--- src/rtl/exc_ctrl_pkg.sv ---
// Shared types and constants for the exception/interrupt controller.
package exc_ctrl_pkg;

  typedef enum logic [1:0] {
    StIdle,
    StTrap,
    StEret,
    StHold
  } exc_state_e;

  localparam logic [31:0] HANDLER_PC = 32'h0000_4180;

  localparam logic [4:0] ExcInt  = 5'd0;
  localparam logic [4:0] ExcAdEL = 5'd4;
  localparam logic [4:0] ExcAdES = 5'd5;
  localparam logic [4:0] ExcRI   = 5'd10;
  localparam logic [4:0] ExcOv   = 5'd12;

endpackage

--- src/rtl/exc_ctrl_irq_sync.sv ---
// Two-stage synchronizer for asynchronous device interrupt lines.
module exc_ctrl_irq_sync #(
  parameter int unsigned Width = 6
) (
  input  logic             clk,
  input  logic             rst,
  input  logic [Width-1:0] d,
  output logic [Width-1:0] q
);

  logic [Width-1:0] meta_q;
  logic [Width-1:0] sync_q;

  always_ff @(posedge clk or posedge rst) begin
    if (rst) begin
      meta_q <= '0;
      sync_q <= '0;
    end else begin
      meta_q <= d;
      sync_q <= meta_q;
    end
  end

  assign q = sync_q;

endmodule

--- src/rtl/exc_ctrl.sv ---
// M-stage exception/interrupt/eret controller driving CP0, flush and redirect.
// Define EXC_CTRL_IRQ_SYNC_EN to pass hw_irq through a 2-flop synchronizer.
module exc_ctrl
  import exc_ctrl_pkg::*;
(
  input  logic        clk,
  input  logic        rst,
  input  logic        m_valid,
  input  logic [31:0] m_pc,
  input  logic        m_bd,
  input  logic [4:0]  m_exc,
  input  logic        m_eret,
  input  logic        m_mtc0,
  input  logic [5:0]  hw_irq,
  input  logic        cp0_int_req,
  input  logic [31:0] cp0_epc,
  output logic [31:0] cp0_pc,
  output logic        cp0_bd,
  output logic [4:0]  cp0_exc,
  output logic [5:0]  cp0_hwint,
  output logic        cp0_exl_clr,
  output logic        flush,
  output logic        redirect,
  output logic [31:0] redirect_pc
);

  exc_state_e  state_q, state_d;
  logic [31:0] epc_q, epc_d;
  logic [5:0]  irq_s;
  logic        accept_ok;
  logic        has_exc;

`ifdef EXC_CTRL_IRQ_SYNC_EN
  exc_ctrl_irq_sync #(
    .Width(6)
  ) u_irq_sync (
    .clk(clk),
    .rst(rst),
    .d  (hw_irq),
    .q  (irq_s)
  );
`else
  assign irq_s = hw_irq;
`endif

  // Gated by rst so combinational CP0 drives are also silent during reset.
  assign accept_ok = m_valid && (state_q == StIdle) && !rst;
  assign has_exc   = (m_exc != 5'd0);
  assign cp0_hwint = irq_s & {6{accept_ok}};

  always_ff @(posedge clk or posedge rst) begin
    if (rst) begin
      state_q <= StIdle;
      epc_q   <= '0;
    end else begin
      state_q <= state_d;
      epc_q   <= epc_d;
    end
  end

  always_comb begin
    state_d     = state_q;
    epc_d       = epc_q;
    cp0_pc      = '0;
    cp0_bd      = 1'b0;
    cp0_exc     = ExcInt;
    cp0_exl_clr = 1'b0;
    flush       = 1'b0;
    redirect    = 1'b0;
    redirect_pc = '0;
    unique case (state_q)
      StIdle: begin
        if (accept_ok) begin
          if (cp0_int_req || has_exc) begin
            cp0_pc  = m_pc;
            cp0_bd  = m_bd;
            cp0_exc = cp0_int_req ? ExcInt : m_exc;
            state_d = StTrap;
          end else if (m_eret) begin
            cp0_exl_clr = 1'b1;
            epc_d       = cp0_epc;
            state_d     = StEret;
          end else if (m_mtc0) begin
            state_d = StHold;
          end
        end
      end
      StHold: begin
        // Interrupts stay masked for the cycle after mtc0; exceptions still trap.
        if (m_valid && has_exc && !rst) begin
          cp0_pc  = m_pc;
          cp0_bd  = m_bd;
          cp0_exc = m_exc;
          state_d = StTrap;
        end else begin
          state_d = StIdle;
        end
      end
      StTrap: begin
        flush       = 1'b1;
        redirect    = 1'b1;
        redirect_pc = HANDLER_PC;
        state_d     = StIdle;
      end
      StEret: begin
        flush       = 1'b1;
        redirect    = 1'b1;
        redirect_pc = epc_q;
        state_d     = StIdle;
      end
      default: state_d = StIdle;
    endcase
  end

endmodule

--- config.mk ---
export PLATFORM = sky130hd
export DESIGN_NAME = exc_ctrl
export DESIGN_NICKNAME = d
export VERILOG_FILES = /design/src/rtl/exc_ctrl_pkg.sv /design/src/rtl/exc_ctrl_irq_sync.sv /design/src/rtl/exc_ctrl.sv
export SDC_FILE = /design/constraint.sdc
export NUM_CORES = 1
export LEC_CHECK = 0
export ABC_CLOCK_PERIOD_IN_PS = 5300
export CORE_UTILIZATION = 37
export DETAILED_ROUTE_END_ITERATION = 8
export PLACE_DENSITY = 0.95
export SETUP_SLACK_MARGIN = 0.5
export SLEW_MARGIN = 10
export SYNTH_ARGS = -nofsm -noshare
export SYNTH_HDL_FRONTEND = slang
export SYNTH_HIERARCHICAL = 1
export SYNTH_SLANG_ARGS = --single-unit
export TNS_END_PERCENT = 100
--- constraint.sdc ---
create_clock -name clk -period 5.3 [get_ports clk]
set_clock_uncertainty 0.15 [all_clocks]
set_input_delay 1.06 -clock clk [delete_from_list [all_inputs] [get_ports clk]]
set_output_delay 1.06 -clock clk [all_outputs]
set_load 0.03 [all_outputs]
-- Yosys cells after proc, flatten, opt, wreduce, memory -nomap -nowiden
Cells that the tools add are included.
- equality and inequality tests: 5
- reductions and logical operators: 11
- bitwise gates (word level): 2
- muxes and demuxes: 25
- operators by type and width (kind ; number):
    32-bit one-hot mux with 2 select lines ; 2
    32-bit two-way mux ; 3
    5-bit two-way mux ; 4
    5-bit one-hot mux with 2 select lines ; 1
    1-bit two-way mux ; 9
    2-bit two-way mux ; 4
    6-bit bitwise AND ; 1
    2-bit one-hot mux with 3 select lines ; 1
    5-bit nonzero test ; 1
    2-bit equality test (second input constant) ; 2
    1-bit logical AND ; 4
    4-bit by 3-bit inequality test with 1-bit output (second input constant) ; 1
    4-bit AND reduction ; 1
    2-bit by 1-bit equality test with 1-bit output (second input constant) ; 1
    2-bit logical NOT ; 1
    2-bit inequality test (second input constant) ; 1
    1-bit one-hot mux with 2 select lines ; 1
    2-bit AND reduction ; 1
    2-bit OR reduction ; 1
    1-bit logical NOT ; 1
    1-bit logical OR ; 1
    1-bit NOT ; 1
- output and inout port bits: 79
- logic and storage cells: 45
- input bits: 82
- bits in registers: 34

-- Depth between registers and ports, before layout
- word-level depth: 5
- mapped depth: 6
- depth with buffers taken out: 5

-- Least setup slack after synthesis
Ideal clock, no wire load.
- path kind: input to output
- start point: input m_exc[3]
- end point: output cp0_bd
- data required time: 4090 ps
- data arrival time: 2355 ps
- path buffers: 1
- setup slack: 1735 ps
- cell stages on the path: 5
- path through: or4_1 o21ai_0 a21boi_0 clkbuf_1 and2_1
- cells in the longest elaborated chain, start to end: 5
- elaborated cells on any way between the ends: 8
- those cells by class: mux: 4; reduce/logical: 4
- RTL lines (item ; RTL line ; text):
    start, declared ; exc_ctrl.sv:11 ; input logic [4:0] m_exc,
    5-bit nonzero test * ; exc_ctrl.sv:48 ; assign has_exc = (m_exc != 5'd0);
    1-bit logical OR / 1-bit logical AND (equally long branches) ; exc_ctrl.sv:74, exc_ctrl.sv:90 ;
    1-bit two-way mux / 1-bit logical AND (equally long branches) ; exc_ctrl.sv:74, exc_ctrl.sv:90 ;
    1-bit two-way mux, on equally long branches ; exc_ctrl.sv:73, exc_ctrl.sv:90 ;
    1-bit one-hot mux with 2 select lines * ; exc_ctrl.sv:71 ; unique case (state_q)
    end, declared ; exc_ctrl.sv:18 ; output logic cp0_bd,
Mark *: on every way between the ends. The rest lies on a longest branch, timed or not.

-- Final worst setup path
- start point: input m_exc[3]
- end point: output cp0_pc[23]
- cells in the longest elaborated chain, start to end: 5
- elaborated cells on any way between the ends: 8
- those cells by class: mux: 4; reduce/logical: 4
- RTL lines (item ; RTL line ; text):
    5-bit nonzero test * ; exc_ctrl.sv:48 ;
    1-bit logical OR / 1-bit logical AND (equally long branches) ; exc_ctrl.sv:74, exc_ctrl.sv:90 ;
    32-bit two-way mux / 1-bit logical AND (equally long branches) ; exc_ctrl.sv:74, exc_ctrl.sv:90 ;
    32-bit two-way mux, on equally long branches ; exc_ctrl.sv:73, exc_ctrl.sv:90 ;
    32-bit one-hot mux with 2 select lines * ; exc_ctrl.sv:71 ;
    end, declared ; exc_ctrl.sv:17 ; output logic [31:0] cp0_pc,
Marks and branches as above.

==> results by group <==
Run status
  • Outcome: finished, final reports clean

Power and ir drop
  • Pwr dens: 217.1 nW/µm²
  • Leakage power: 1.803 nW
  • Power Total: 845.1 µW
  • Maximum VDD drop: 0.1259 mV

Setup path
  • Slowest cell on the critical path: clkdlybuf4s50_1
  • Critical path origin: m_exc[3]
  • Buffers & Inverters on Critical Path: 3
  • CP max FO: 33
  • Crit path max-delay family: buffers and inverters
  • WP data arrival: 3.36 ns
  • WS Path Type: input port to output port
  • Worst path most repeated cell: clkdlybuf4s50_1
  • Reg2reg start: state_q[0]
  • Slowest stage delay, CP: 0.61 ns
  • Worst setup EP type: output port
  • Startpoint Class: input port
  • Worst path cell trace: clkdlybuf4s50_1 > or4_1 > o21ai_0 > a21boi_1 > buf_4 > and2_1 > clkdlybuf4s50_1
  • Required @ worst endpoint: 4.09 ns

Routing
  • Vias: 1986
  • DR iter-0 viols: 47
  • DRC: 0
  • WL/cell: 15.86 µm
  • Router iterations before antenna repair: 4
  • DRT Wirelength: 6.820 mm
  • Post-route antenna net violation count: 0
  • Routed vias/inst: 4.619

Synthesis
  • Commonest register cell after synthesis: dfrtp_1
  • Avg Cell Area, Syn: 10.95 µm²
  • FFs w/ async S/R, synth: 1.000
  • Post-synth top cells: and2_1, dfrtp_1, mux2_4, inv_1
  • Post-synthesis cell type count: 26
  • Number of synthesized flops with an enable pin: 0
  • Mapped Area: 2146 µm²
  • Syn_nets: 283
  • Post-Synthesis Cells: 196
  • Synth area leader: dfrtp_1
  • Ranking of synthesized cells by area: dfrtp_1, mux2_4, and2_1, ha_1, mux2_2
  • Count leader, synth: and2_1
  • Yosys warns: 6
  • Top cell type's share of synthesized area: 0.3965
  • Sequential cell area fraction in the yosys report: 0.3965
  • Synth Register Bits: 34

Timing
  • Fmax: 218.8 MHz
  • Max Slew Vio Count: 0
  • # setup viols final: 0
  • Normalized max-slew margin: 0.4085
  • Fin Setup TNS: 0 ns
  • Worst Tran Pin Value: 0.8872 ns
  • Fin. Hold Viols: 0
  • RSZ-0062 raised after global routing: false
  • Final worst-path cycle share: 0.8623
  • Post-layout minimum cycle time: 4.570 ns

Placed design
  • Gp weighted congestion: 0.7982
  • Detail Placement HPWL: 5.326 mm
  • PortBufs: 160

Finish
  • Nets: 442
  • Layout cells sized above 1: 0.1348
  • Synth-to-layout area growth: 81.40%

Clock network
  • Hold Buf Count CTS: 0
  • Setup repair bufs after CTS: 0
  • CTS H-tree depth: 2
  • Num CTS Buffers: 5
  • Clk buf depth: 2
  • CTS resizes: 0
  • Worst-Skew Late Latency: 0.28 ns
  • CTS Root Cell: clkbuf_8
  • TritonCTS Sinks: 34
  • CTS tree: built
  • Clock-pin slew on the worst setup and hold paths: 0.06 ns

GRT
  • GRT Total Usage: 0.2265
  • Vias in the first global route: 2104
  • Initial antenna violation count: 2
  • Largest net degree at the start of global routing: 34
  • First-pass GRT wire length: 10.52 mm
  • Final global-route overflow total: 0

Hold path
  • Worst hold path type: flop to flop
  • Min-Delay Startpoint: epc_q[20]

Floorplanning
  • Die ar.: 6108 µm²
  • Vert. Die Dim: 78.16 µm
  • Initial Utilization: 0.3873
  • Num rows: 27
  • Chip Width: 78.16 µm
  • Core area: 5540 µm²
  • I/O pin count: 161

Flow run
  • Max-cap violations: 0
[cell usage in the layout (no fill, tap or decap), drive strengths merged, types with 2 or more instances in the layout]
cell type	instances
nand2	2
o21ai	5
nand2b	2
nor2	8
or4	2
ha	5
a21oi	5
clkdlybuf4s50	160
and3	6
buf	3
dfrtp	34
mux2	33
diode	2
nor2b	5
and2	62
inv	9
clkbuf	6
[state kept, by name (all words and copies together) (netlist names)]
name	flops
epc_q	32
state_q	2
[logic make-up (layout without fill, tap and decap cells)]
group / count (synthesis) / in the layout / synth area share
adder cells (fa/ha/maj): 5 / 5 / 0.02915
AND/OR/NAND/NOR: 90 / 90 / 0.2647
multiplexers: 33 / 33 / 0.2239
AO/OA/AOI/OAI: 14 / 14 / 0.03848
other: 0 / 2 / 0
buffers and inverters: 20 / 180 / 0.04723
flip-flops: 34 / 34 / 0.3965
[worst paths after layout]
kind	end	slack, ns	depth (start not counted)
max	cp0_pc[23]	0.73	7
min	epc_q[20]	0.35	1
max reg2reg	epc_q[6]	3.17	5
min reg2reg	epc_q[20]	0.35	1
max in group asynchronous	epc_q[21]	3.27	3
min in group asynchronous	state_q[1]	1.05	2
[report_power, final]
group | internal, mW | total (mW) | switching (mW)
Sequential | 0.274 | 0.283 | 0.00914
Combinational | 0.179 | 0.366 | 0.187
Clock | 0.104 | 0.196 | 0.0917
Total | 0.557 | 0.845 | 0.288
[through the flow]
step | cells | cell area [µm²] | setup WS [ns] | utilization | hold WS (ns)
2_1_floorplan | 196 | 2146 | 1.735 | - | 0.3212
3_3_place_gp | 420 | 3792 | 0.7804 | 0.6845 | 0.3307
3_5_place_dp | 420 | 3792 | 0.7420 | 0.6845 | 0.3331
4_1_cts | 428 | 3887 | 0.7407 | 0.7017 | 0.3524
5_1_grt | 430 | 3892 | 0.6007 | 0.7026 | 0.3740
6_report | 430 | 3892 | 0.7295 | 0.7026 | 0.3516
[metal layers]
| metal | vias up | part of all wire | global-route usage |
|---|---|---|---|
| met1 | 914 | 0.37 | 0.2370 |
| met3 | 12 | 0.072 | 0.06279 |
| met4 | 0 | 0.022 | 0.1019 |
| met5 | - | 0 | 0 |
| met2 | 101 | 0.54 | 0.4184 |
| li1 | 959 | - | - |
[layout make-up]
| cell class | instances | area [µm²] |
|---|---|---|
| Timing Repair Buffer | 163 | 1624 |
| Clock buffer | 6 | 82.58 |
| Antenna cell | 2 | 5.005 |
| Multi-Input combinational cell | 142 | 1194 |
| Inverter | 9 | 33.78 |
| Tap cell | 72 | 90.09 |
| Fill cell | 408 | 1648 |
| Clock inverter | 2 | 12.51 |
| Sequential cell | 34 | 850.8 |
[worst register-to-register path, cell delays in order (launching register included)]
cell,delay [ns]
dfrtp_1,0.39
inv_1,0.09
ha_1,0.35
nand4_4,0.13
buf_4,0.50
mux2_2,0.41
(Power assumes the default switching activity.)
